===== config.mk =====
export PLATFORM = sky130hd
export DESIGN_NAME = bram_port_arbiter_flat
export DESIGN_NICKNAME = d
export VERILOG_FILES = /design/src/rtl/bram_arb_pkg.sv /design/src/rtl/bram_port_arbiter_if.sv /design/src/rtl/rr_arbiter.sv /design/src/rtl/bram_port_arbiter.sv /design/src/flat_wrapper.sv
export SDC_FILE = /design/constraint.sdc
export NUM_CORES = 1
export LEC_CHECK = 0
export ABC_AREA = 1
export CORE_AREA = 5 5 83 85
export CTS_CLUSTER_DIAMETER = 40
export CTS_CLUSTER_SIZE = 25
export DETAILED_ROUTE_END_ITERATION = 10
export DIE_AREA = 0 0 88 90
export PLACE_DENSITY_LB_ADDON = 0.2
export SLEW_MARGIN = 10
export SYNTH_ARGS = -nofsm -noshare
export SYNTH_HDL_FRONTEND = slang
export SYNTH_SLANG_ARGS = --single-unit

===== constraint.sdc =====
create_clock -name CLK -period 1.5 [get_ports CLK]
set_input_delay 0.3 -clock CLK [delete_from_list [all_inputs] [get_ports CLK]]
set_output_delay 0.3 -clock CLK [all_outputs]
set_load 0.02 [all_outputs]

===== src/rtl/bram_arb_pkg.sv =====
// Shared types and defaults for the BRAM port arbiter.
// Optional feature macro: BRAM_ARB_FWD_EN (same-cycle write-to-read forwarding).
package bram_arb_pkg;

  localparam int unsigned DefDataWidth = 32;
  localparam int unsigned DefAddrWidth = 8;
  localparam int unsigned DefNumReq    = 2;
  localparam int unsigned MaxNumReq    = 4;
  // Sized for the largest legal requester count so one type serves every build.
  localparam int unsigned ReqIdWidth   = $clog2(MaxNumReq);

  typedef logic [ReqIdWidth-1:0] req_id_t;

  // Registered read-response stage.
  typedef struct packed {
    logic                    pend;
    req_id_t                 id;
    logic                    fwd;
    logic [DefDataWidth-1:0] fwd_data;
  } rsp_stage_t;

  // Round-robin pointer advance: one past the granted requester, modulo n.
  function automatic req_id_t next_ptr(input req_id_t id, input int unsigned n);
    return (int'(id) + 1 >= int'(n)) ? '0 : req_id_t'(id + 1'b1);
  endfunction

endpackage


===== src/rtl/bram_port_arbiter_if.sv =====
// Requester-side bus of the BRAM port arbiter: request handshake and read response.
// Names are from the arbiter's point of view.
interface bram_port_arbiter_if
  import bram_arb_pkg::*;
#(
  parameter int unsigned NUM_REQ    = DefNumReq,
  parameter int unsigned ADDR_WIDTH = DefAddrWidth,
  parameter int unsigned DATA_WIDTH = DefDataWidth
);
  logic [NUM_REQ-1:0]            i_req_valid;
  logic [NUM_REQ-1:0]            i_req_write;
  logic [NUM_REQ*ADDR_WIDTH-1:0] i_req_addr;
  logic [NUM_REQ*DATA_WIDTH-1:0] i_req_data;
  logic [NUM_REQ-1:0]            o_req_ready;
  logic [NUM_REQ-1:0]            o_rsp_valid;
  logic [DATA_WIDTH-1:0]         o_rsp_data;

  modport master (
    output i_req_valid, i_req_write, i_req_addr, i_req_data,
    input  o_req_ready, o_rsp_valid, o_rsp_data
  );

  modport slave (
    input  i_req_valid, i_req_write, i_req_addr, i_req_data,
    output o_req_ready, o_rsp_valid, o_rsp_data
  );
endinterface


===== src/rtl/rr_arbiter.sv =====
// Round-robin arbiter: grants the first requester at or after i_ptr, wrapping modulo N.
module rr_arbiter
  import bram_arb_pkg::*;
#(
  parameter int unsigned N = DefNumReq
) (
  input  logic [N-1:0] i_req,
  input  req_id_t      i_ptr,
  output logic [N-1:0] o_grant,
  output req_id_t      o_grant_id,
  output logic         o_grant_any
);

  // Two passes: indices >= ptr first, then the wrapped-around indices below ptr.
  always_comb begin
    o_grant     = '0;
    o_grant_id  = '0;
    o_grant_any = 1'b0;
    for (int k = 0; k < int'(N); k++) begin
      if (!o_grant_any && (k >= int'(i_ptr)) && i_req[k]) begin
        o_grant[k]  = 1'b1;
        o_grant_id  = req_id_t'(k);
        o_grant_any = 1'b1;
      end
    end
    for (int k = 0; k < int'(N); k++) begin
      if (!o_grant_any && (k < int'(i_ptr)) && i_req[k]) begin
        o_grant[k]  = 1'b1;
        o_grant_id  = req_id_t'(k);
        o_grant_any = 1'b1;
      end
    end
  end

endmodule


===== src/rtl/bram_port_arbiter.sv =====
// Shares one BRAM (one write port, one read port) among NUM_REQ requesters with an
// independent round-robin arbiter per port; read data returns one cycle after grant.
// Optional feature macro: BRAM_ARB_FWD_EN forwards same-cycle same-address write data.
module bram_port_arbiter
  import bram_arb_pkg::*;
#(
  parameter int unsigned DATA_WIDTH = DefDataWidth,
  parameter int unsigned ADDR_WIDTH = DefAddrWidth,
  parameter int unsigned NUM_REQ    = DefNumReq
) (
  input  logic                  CLK,
  input  logic                  RST,
  bram_port_arbiter_if.slave    req_if,
  output logic                  o_bram_write,
  output logic [ADDR_WIDTH-1:0] o_bram_wrt_addr,
  output logic [DATA_WIDTH-1:0] o_bram_data,
  output logic                  o_bram_read,
  output logic [ADDR_WIDTH-1:0] o_bram_read_addr,
  input  logic [DATA_WIDTH-1:0] i_bram_data
);

  logic                  r_active;
  req_id_t               r_wr_ptr, r_rd_ptr;
  rsp_stage_t            r_rsp;
  rsp_stage_t            w_rsp_nxt;
  logic [NUM_REQ-1:0]    w_wr_req, w_rd_req, w_wr_grant, w_rd_grant;
  req_id_t               w_wr_id, w_rd_id;
  logic                  w_wr_any, w_rd_any;
  logic [ADDR_WIDTH-1:0] w_wr_addr, w_rd_addr;
  logic [DATA_WIDTH-1:0] w_wr_data;

  // r_active holds off all grants during reset and the first cycle after release.
  assign w_wr_req = r_active ? (req_if.i_req_valid &  req_if.i_req_write) : '0;
  assign w_rd_req = r_active ? (req_if.i_req_valid & ~req_if.i_req_write) : '0;

  rr_arbiter #(.N(NUM_REQ)) u_wr_arb (
    .i_req       (w_wr_req),
    .i_ptr       (r_wr_ptr),
    .o_grant     (w_wr_grant),
    .o_grant_id  (w_wr_id),
    .o_grant_any (w_wr_any)
  );

  rr_arbiter #(.N(NUM_REQ)) u_rd_arb (
    .i_req       (w_rd_req),
    .i_ptr       (r_rd_ptr),
    .o_grant     (w_rd_grant),
    .o_grant_id  (w_rd_id),
    .o_grant_any (w_rd_any)
  );

  assign req_if.o_req_ready = w_wr_grant | w_rd_grant;

  // Select the granted address/data by one-hot grant; zero when nothing is granted.
  always_comb begin
    w_wr_addr = '0;
    w_wr_data = '0;
    w_rd_addr = '0;
    for (int k = 0; k < int'(NUM_REQ); k++) begin
      if (w_wr_grant[k]) begin
        w_wr_addr = req_if.i_req_addr[k*ADDR_WIDTH +: ADDR_WIDTH];
        w_wr_data = req_if.i_req_data[k*DATA_WIDTH +: DATA_WIDTH];
      end
      if (w_rd_grant[k]) begin
        w_rd_addr = req_if.i_req_addr[k*ADDR_WIDTH +: ADDR_WIDTH];
      end
    end
  end

  assign o_bram_write     = w_wr_any;
  assign o_bram_wrt_addr  = w_wr_addr;
  assign o_bram_data      = w_wr_data;
  assign o_bram_read      = w_rd_any;
  assign o_bram_read_addr = w_rd_addr;

  // Next response-stage contents, including the optional forward capture.
  always_comb begin
    w_rsp_nxt      = '0;
    w_rsp_nxt.pend = w_rd_any;
    w_rsp_nxt.id   = w_rd_id;
`ifdef BRAM_ARB_FWD_EN
    w_rsp_nxt.fwd      = w_wr_any && w_rd_any && (w_wr_addr == w_rd_addr);
    w_rsp_nxt.fwd_data = DefDataWidth'(w_wr_data);
`else
    w_rsp_nxt.fwd      = 1'b0;
    w_rsp_nxt.fwd_data = '0;
`endif
  end

  // Pointers, response stage and the post-reset enable; reset drops any pending read.
  always_ff @(posedge CLK) begin
    if (RST) begin
      r_active <= 1'b0;
      r_wr_ptr <= '0;
      r_rd_ptr <= '0;
      r_rsp    <= '0;
    end else begin
      r_active <= 1'b1;
      if (w_wr_any) r_wr_ptr <= next_ptr(w_wr_id, NUM_REQ);
      if (w_rd_any) r_rd_ptr <= next_ptr(w_rd_id, NUM_REQ);
      r_rsp <= w_rsp_nxt;
    end
  end

  // Route the response to its issuer; data is zero when no response is valid.
  always_comb begin
    req_if.o_rsp_valid = '0;
    req_if.o_rsp_data  = '0;
    if (r_rsp.pend) begin
      for (int k = 0; k < int'(NUM_REQ); k++) begin
        if (r_rsp.id == req_id_t'(k)) req_if.o_rsp_valid[k] = 1'b1;
      end
      req_if.o_rsp_data = r_rsp.fwd ? DATA_WIDTH'(r_rsp.fwd_data) : i_bram_data;
    end
  end

endmodule

===== src/flat_wrapper.sv =====
// flat-port wrapper written by rule: the top's interface ports become plain ports
module bram_port_arbiter_flat import bram_arb_pkg::*;
#(
  parameter int unsigned DATA_WIDTH = DefDataWidth,
  parameter int unsigned ADDR_WIDTH = DefAddrWidth,
  parameter int unsigned NUM_REQ    = DefNumReq
)
  (CLK, RST, o_bram_write, o_bram_wrt_addr, o_bram_data, o_bram_read, o_bram_read_addr, i_bram_data, req_if_i_req_valid, req_if_i_req_write, req_if_i_req_addr, req_if_i_req_data, req_if_o_req_ready, req_if_o_rsp_valid, req_if_o_rsp_data);
  bram_port_arbiter_if #(.NUM_REQ(NUM_REQ), .ADDR_WIDTH(ADDR_WIDTH), .DATA_WIDTH(DATA_WIDTH)) req_if_i ();
  input  logic CLK;
  input  logic RST;
  output logic o_bram_write;
  output logic [ADDR_WIDTH-1:0] o_bram_wrt_addr;
  output logic [DATA_WIDTH-1:0] o_bram_data;
  output logic o_bram_read;
  output logic [ADDR_WIDTH-1:0] o_bram_read_addr;
  input  logic [DATA_WIDTH-1:0] i_bram_data;
  input wire logic [$bits(req_if_i.i_req_valid)-1:0] req_if_i_req_valid;
  input wire logic [$bits(req_if_i.i_req_write)-1:0] req_if_i_req_write;
  input wire logic [$bits(req_if_i.i_req_addr)-1:0] req_if_i_req_addr;
  input wire logic [$bits(req_if_i.i_req_data)-1:0] req_if_i_req_data;
  output wire logic [$bits(req_if_i.o_req_ready)-1:0] req_if_o_req_ready;
  output wire logic [$bits(req_if_i.o_rsp_valid)-1:0] req_if_o_rsp_valid;
  output wire logic [$bits(req_if_i.o_rsp_data)-1:0] req_if_o_rsp_data;
  assign req_if_i.i_req_valid = req_if_i_req_valid;
  assign req_if_i.i_req_write = req_if_i_req_write;
  assign req_if_i.i_req_addr = req_if_i_req_addr;
  assign req_if_i.i_req_data = req_if_i_req_data;
  assign req_if_o_req_ready = req_if_i.o_req_ready;
  assign req_if_o_rsp_valid = req_if_i.o_rsp_valid;
  assign req_if_o_rsp_data = req_if_i.o_rsp_data;
  bram_port_arbiter #(.DATA_WIDTH(DATA_WIDTH), .ADDR_WIDTH(ADDR_WIDTH), .NUM_REQ(NUM_REQ)) u_core (.CLK(CLK), .RST(RST), .req_if(req_if_i), .o_bram_write(o_bram_write), .o_bram_wrt_addr(o_bram_wrt_addr), .o_bram_data(o_bram_data), .o_bram_read(o_bram_read), .o_bram_read_addr(o_bram_read_addr), .i_bram_data(i_bram_data));
endmodule

==> impl_metrics.ini, run 1 <==
[final_layout]
drive_gt1_share_pct = 48.5
syn_to_final_growth_pct = 211
nets = 622
postLayoutCoreUtil_pct = 73.7
fillers = 485
multi_input_area_um2 = 1460
n_antenna_cell = 0
fin_cells = 580
regArea_um2 = 108

[sta]
setup_violations = 51
layout_min_cycle_time_ns = 1.78
clock_skew_ns = 0.00277
fin_crit_sh_pct = 119
timing.final.ws_setup_ns = -0.281
max_freq_mhz = 562
report.final.slew_viol_count = 0
worst_pin_slew_ns = 0.308
final_hold_viol_count = 0
rsz0062_at_grt = yes
slew_headroom_pct = 79.4

[logic_synthesis]
ys_ff_latch = 5
netlist_top_cells_count = nand2_1, nand3_1, inv_1
synth_edf_count = 0
synth_top_area_share_pct = 27.6
ys_warn_count = 0
synthFlopType = dfxtp_1
syn_inst = 271
ys_async_sr_fraction_pct = 0
synth_most_common_cell = nand2_1
syn_nets = 389
syn_area_um2 = 1450
ys_seq_area_share_pct = 6.90
yosys.cell_types.count = 20
synth_area_leader_cell = nand3_1
synth_area_leaders = nand3_1, nand2_1, nand3_2
syn_area_per_cell_um2 = 5.36

[pwr]
swShare_pct = 36.5
ir_worst_vdd_mv = 0.186
power.switching_mw = 0.538
p_clk_share_pct = 17.0
power.leakage_nw = 2.23
p_comb_share_pct = 73.0
p_per_area_nw_per_um2 = 326
pwr-share-seq_pct = 9.9
p_int_mw = 0.937

[drt]
drt_pass1_iterations = 4
finalWirelength_um = 9230
drc = 0
drtAntennaViolNets = 0
drt-vias-per-instance = 4.68
wl_per_cell_um = 15.9
via_count = 2714
drt-initial-drc-count = 59

[placement]
dp_hpwl_um = 6350
place_inst = 556
gp_congestion = 0.751
port_buffers = 203

[job]
drv_cap = 0

[floorplanning]
die_w_um = 88
rows = 29
core_um2 = 6130
fp.dieH_um = 90
die-area_um2 = 7920
io_pins = 204
start_util_pct = 23.7

[grt]
antenna_found_initial = 0
track_usage_pct = 20.8
grt_max_degree = 29
grt_pass1_vias = 2632
grt_overflow = 0
grt_pass1_wl_um = 13100

[cts]
cts_buffer_depth = 2
cts.clk_slew.worst_paths_ns = 0.04
cts_tree = built
ctsHoldBuffers = 0
insertion_delay_ns = 0.22
cts_made_buffers = 3
htree_levels = 1
cts_root_buf = clkbuf_8
cts.sinks = 5

[critical_path]
critPathMaxFanout = 8
cp.required_ns = 1.20
worst_path_max_delay_cell = dfxtp_4
path_cells = buf_6 -> nand2_8 -> nor2_4 -> buf_12 -> buf_12 -> nand3_2 -> nand2_2 -> buf_6
critPathCaptureType = primary output
arrival_ns = 1.48
cpPeakStageDelay_ns = 0.38
start_kind = register
crit_type = reg2out

[run_status]
outcome = finished with violations
violations = negative setup slack

[worst_hold_path]
hp-class = reg2reg
==> state kept, by name, indices dropped and copies added (netlist names) <==
signal and flops:
u_core.r_wr_ptr 1, u_core.r_rd_ptr 1, u_core.r_rsp 2, u_core.r_active 1
==> metrics by stage <==
step	instance area [um^2]	hold slack (ns)	setup WS [ns]	TNS, ns	total power, mW
floorplan	1450	0.357	0.152	0	0.458
global placement	3700	0.479	-0.854	-51.13	1.03
detailed placement	3700	0.484	-0.863	-51.64	1.04
CTS	4270	0.489	-0.269	-12.10	1.41
global route	4520	0.520	-0.335	-15.54	1.55
finish	4520	0.491	-0.281	-12.39	1.47
==> kinds of logic after synthesis <==
logic type	after synthesis	synth area share [%]
AO/OA/AOI/OAI	3	1.03
buffers and inverters	63	22.1
AND/OR/NAND/NOR	200	70.0
flip-flops	5	6.90
==> path summary, 6_finish.rpt <==
check	startpoint	to	slack [ns]	cells past startpoint
worst min register to register	u_core.r_rd_ptr[0]	u_core.r_rd_ptr[0]	0.49	2
worst max register to register	u_core.r_active	u_core.r_rd_ptr[0]	0.22	7
worst min-delay path	u_core.r_rd_ptr[0]	u_core.r_rd_ptr[0]	0.49	2
worst max-delay path	u_core.r_active	o_bram_data[21]	-0.28	8
==> worst max-delay path: cells and delay by family (launching register included) <==
| family | cells | cell delay (ns) |
|---|---|---|
| buffers and inverters | 4 | 0.52 |
| flip-flops | 1 | 0.38 |
| AND/OR/NAND/NOR | 4 | 0.35 |
==> area by class of cell <==
cell class,instances,area share (%)
multi-input cells,204,32.4
well taps,77,2.13
repair buffers,249,58.7
clock buffers,4,0.997
flip-flops and latches,5,2.38
inverters,41,3.43
==> power by group through the flow <==
stage / Clock, mW / Sequential, mW / Combinational, mW
6_report: 0.251 / 0.146 / 1.08
5_1_grt: 0.265 / 0.147 / 1.14
4_1_cts: 0.258 / 0.145 / 1.01
3_5_place_dp: 0 / 0.147 / 0.890
3_3_place_gp: 0 / 0.147 / 0.880
2_1_floorplan: 0 / 0.145 / 0.314
==> per-layer routing <==
layer	part of all wire [%]	global-route usage, %	up-vias
met1	36	21.8	1243
met3	7.5	3.84	20
met4	2.9	9.97	0
li1	-	-	1335
met5	0	0	-
met2	54	38.4	116
==> layout by cell type (no fill, tap or decap), drive strengths merged, types with 2 or more instances in the layout <==
cell type	Yosys	routed
clkdlybuf4s15	0	7
nand3	98	98
inv	40	40
nand4	2	2
dlygate4sd2	0	2
dfxtp	5	5
clkdlybuf4s50	0	113
clkbuf	1	33
buf	21	98
nor2	7	7
nand2	93	94
a21oi	2	2
==> repair_timing <==
action,4_1_cts,5_1_grt
setup buffers,10,1
pin swaps,28,50
resized for setup,431,132
setup endpoints to repair,86,86
gates cloned,8,1
Note: power is estimated with default switching activity, not from simulation.
==> run 2: changes to the inputs <==
--- a/config.mk
+++ b/config.mk
@@ -6,11 +6,11 @@
 export NUM_CORES = 1
 export LEC_CHECK = 0
 export ABC_AREA = 1
-export CORE_AREA = 5 5 83 85
+export CORE_AREA = 10 10 88 90
 export CTS_CLUSTER_DIAMETER = 40
 export CTS_CLUSTER_SIZE = 25
 export DETAILED_ROUTE_END_ITERATION = 10
-export DIE_AREA = 0 0 88 90
+export DIE_AREA = 0 0 98 100
 export PLACE_DENSITY_LB_ADDON = 0.2
 export SLEW_MARGIN = 10
 export SYNTH_ARGS = -nofsm -noshare
==> impl_metrics.ini, run 2 (synthesis results as in run 1) <==
[sta]
slew_headroom_pct = 83.5
holdWs_ns = 0.522
clock_skew_ns = 0.00203
setup_violations = 51
timing.final.ws_setup_ns = -0.219
report.final.slew_viol_count = 0
fin_crit_sh_pct = 115
final_hold_viol_count = 0
layout_min_cycle_time_ns = 1.72
rsz0062_at_grt = yes
max_freq_mhz = 582
worst_pin_slew_ns = 0.248

[critical_path]
crit_type = reg2out
cpMostUsedCell = buf_6
path_cells = nand2_4 -> nor2_8 -> buf_6 -> nand2_8 -> clkbuf_16 -> nand3_2 -> nand2_2 -> buf_6
cp.required_ns = 1.20
critPathCaptureType = primary output
r2r-end = u_core.r_rd_ptr[0]
rr_startpoint = u_core.r_active
cpPeakStageDelay_ns = 0.38
worst_path_max_delay_cell = dfxtp_4
path_buf_inv = 3
reg2reg_depth = 6
crit_cells = 8
critPathMaxFanout = 7
arrival_ns = 1.42
critPathTopFamily = buffers and inverters
ff2ff_setup_slack_ns = 0.28
start_kind = register

[cts]
cts_made_buffers = 3
htree_levels = 1
cts.clk_slew.worst_paths_ns = 0.04
cts.sinks = 5
cts_tree = built
cts_root_buf = clkbuf_8
ctsHoldBuffers = 0
cts_buffer_depth = 2
insertion_delay_ns = 0.22

[drt]
wl_per_cell_um = 18.1
via_count = 2754
drt-vias-per-instance = 4.68
drt_pass1_iterations = 4
drtAntennaViolNets = 0
finalWirelength_um = 10600
drc = 0
drt-initial-drc-count = 90

[grt]
grt_pass1_wl_um = 14700
grt_max_degree = 34
track_usage_pct = 18.2
grt_overflow = 0
antenna_found_initial = 0
grt_pass1_vias = 2679

[final_layout]
multi_input_area_um2 = 1480
fillers = 477
nets = 630
drive_gt1_share_pct = 52.1
fin_cells = 588
most-common-layout-cells = clkdlybuf4s50_1, buf_6, nand3_2
top_register = u_core.r_rsp
layout_commonest_cell = clkdlybuf4s50_1
n_antenna_cell = 0
regArea_um2 = 105
largest_reg_flops = 2
syn_to_final_growth_pct = 222
postLayoutCoreUtil_pct = 76.3

[worst_hold_path]
hp-class = reg2reg
worstHoldStart = u_core.r_rd_ptr[0]
min_to = u_core.r_rd_ptr[0]
hold_path_depth = 2

[pwr]
p_int_mw = 0.952
power.leakage_nw = 2.29
p_clk_share_pct = 16.8
ir_worst_vdd_mv = 0.187
p_per_area_nw_per_um2 = 320
p_comb_share_pct = 73.4
pwr-share-seq_pct = 9.8
power.switching_mw = 0.547
swShare_pct = 36.5

[placement]
dp_hpwl_um = 7300
gp_congestion = 0.778
port_buffers = 203
pre_cts_slack_ns = -0.879
place_inst = 556

[floorplanning]
die_w_um = 98
io_pins = 204
fp.dieH_um = 100
rows = 29
die-area_um2 = 9800
start_util_pct = 23.7
core_um2 = 6130

[job]
drv_cap = 0

[run_status]
violations = negative setup slack
outcome = finished with violations
[run 2: changes by cell type in the layout (fill, tap and decap cells not counted), moves of 2 or more]
cell,before,now
clkdlybuf4s15_2,5,13
nand3_1,48,40
buf_6,62,69
nand3_2,41,48
buf_4,12,18
buf_8,6,0
clkbuf_2,28,23
nand2_2,42,46
buf_12,12,9
clkbuf_16,1,4
nand2_1,45,42
nand2_8,4,1
buf_16,5,7
[run 2: per-stage QoR]
step	instance area, um^2	TNS (ns)	power [mW]
floorplan	1450	0	0.458
global placement	3720	-51.33	1.04
detailed placement	3720	-52.96	1.04
CTS	4210	-11.15	1.39
global route	4680	-12.11	1.57
finish	4680	-8.92	1.50
[run 2: cell type report]
class	count	share of cell area, %
timing repair buffer	258	59.8
multi-input combinational	203	31.6
inverter	41	3.34
sequential	5	2.25
tap	77	2.06
clock buffer	4	0.963
[run 2: worst reg2reg max path, delay by kind of cell, from the launching register on]
family / cells / cell delay [ns]
buffers and inverters: 2 / 0.27
AND/OR/NAND/NOR: 3 / 0.38
AO/OA/AOI/OAI: 1 / 0.11
flip-flops: 1 / 0.38
[run 2: how the worst max path moves through the flow]
stage | start | endpoint | slack (ns)
detailed placement | req_if_i_req_write[1] | o_bram_read_addr[2] | -0.88
global placement | req_if_i_req_write[1] | o_bram_read_addr[6] | -0.85
global route | u_core.r_active | o_bram_data[7] | -0.28
finish | u_core.r_active | o_bram_data[7] | -0.22
floorplan | u_core.r_active | o_bram_data[16] | 0.15
CTS | u_core.r_active | o_bram_read_addr[6] | -0.28
[run 2: power groups by stage]
stage / combinational (mW) / sequential (mW) / clock [mW]
after floorplan: 0.314 / 0.145 / 0
after global placement: 0.889 / 0.147 / 0
after detailed placement: 0.897 / 0.147 / 0
after CTS: 0.989 / 0.146 / 0.250
after global routing: 1.16 / 0.148 / 0.262
final: 1.10 / 0.147 / 0.251
[run 2: repair_timing]
| action | CTS | global route |
|---|---|---|
| endpoints found under the setup margin | 86 | 76 |
| pin swaps | 20 | 41 |
| cloned | 10 | 3 |
| resized for setup | 418 | 151 |
| setup buffers | 9 | 9 |
[run 2: layer usage]
metal,global-route usage (%),share of wire (%),vias to the layer above,wire length (um)
met5,0,0,-,0
met4,3.80,1.6,0,172
met3,5.22,7.3,14,779
met2,34.4,55,114,5860
met1,19.5,36,1275,3800
li1,-,-,1351,-
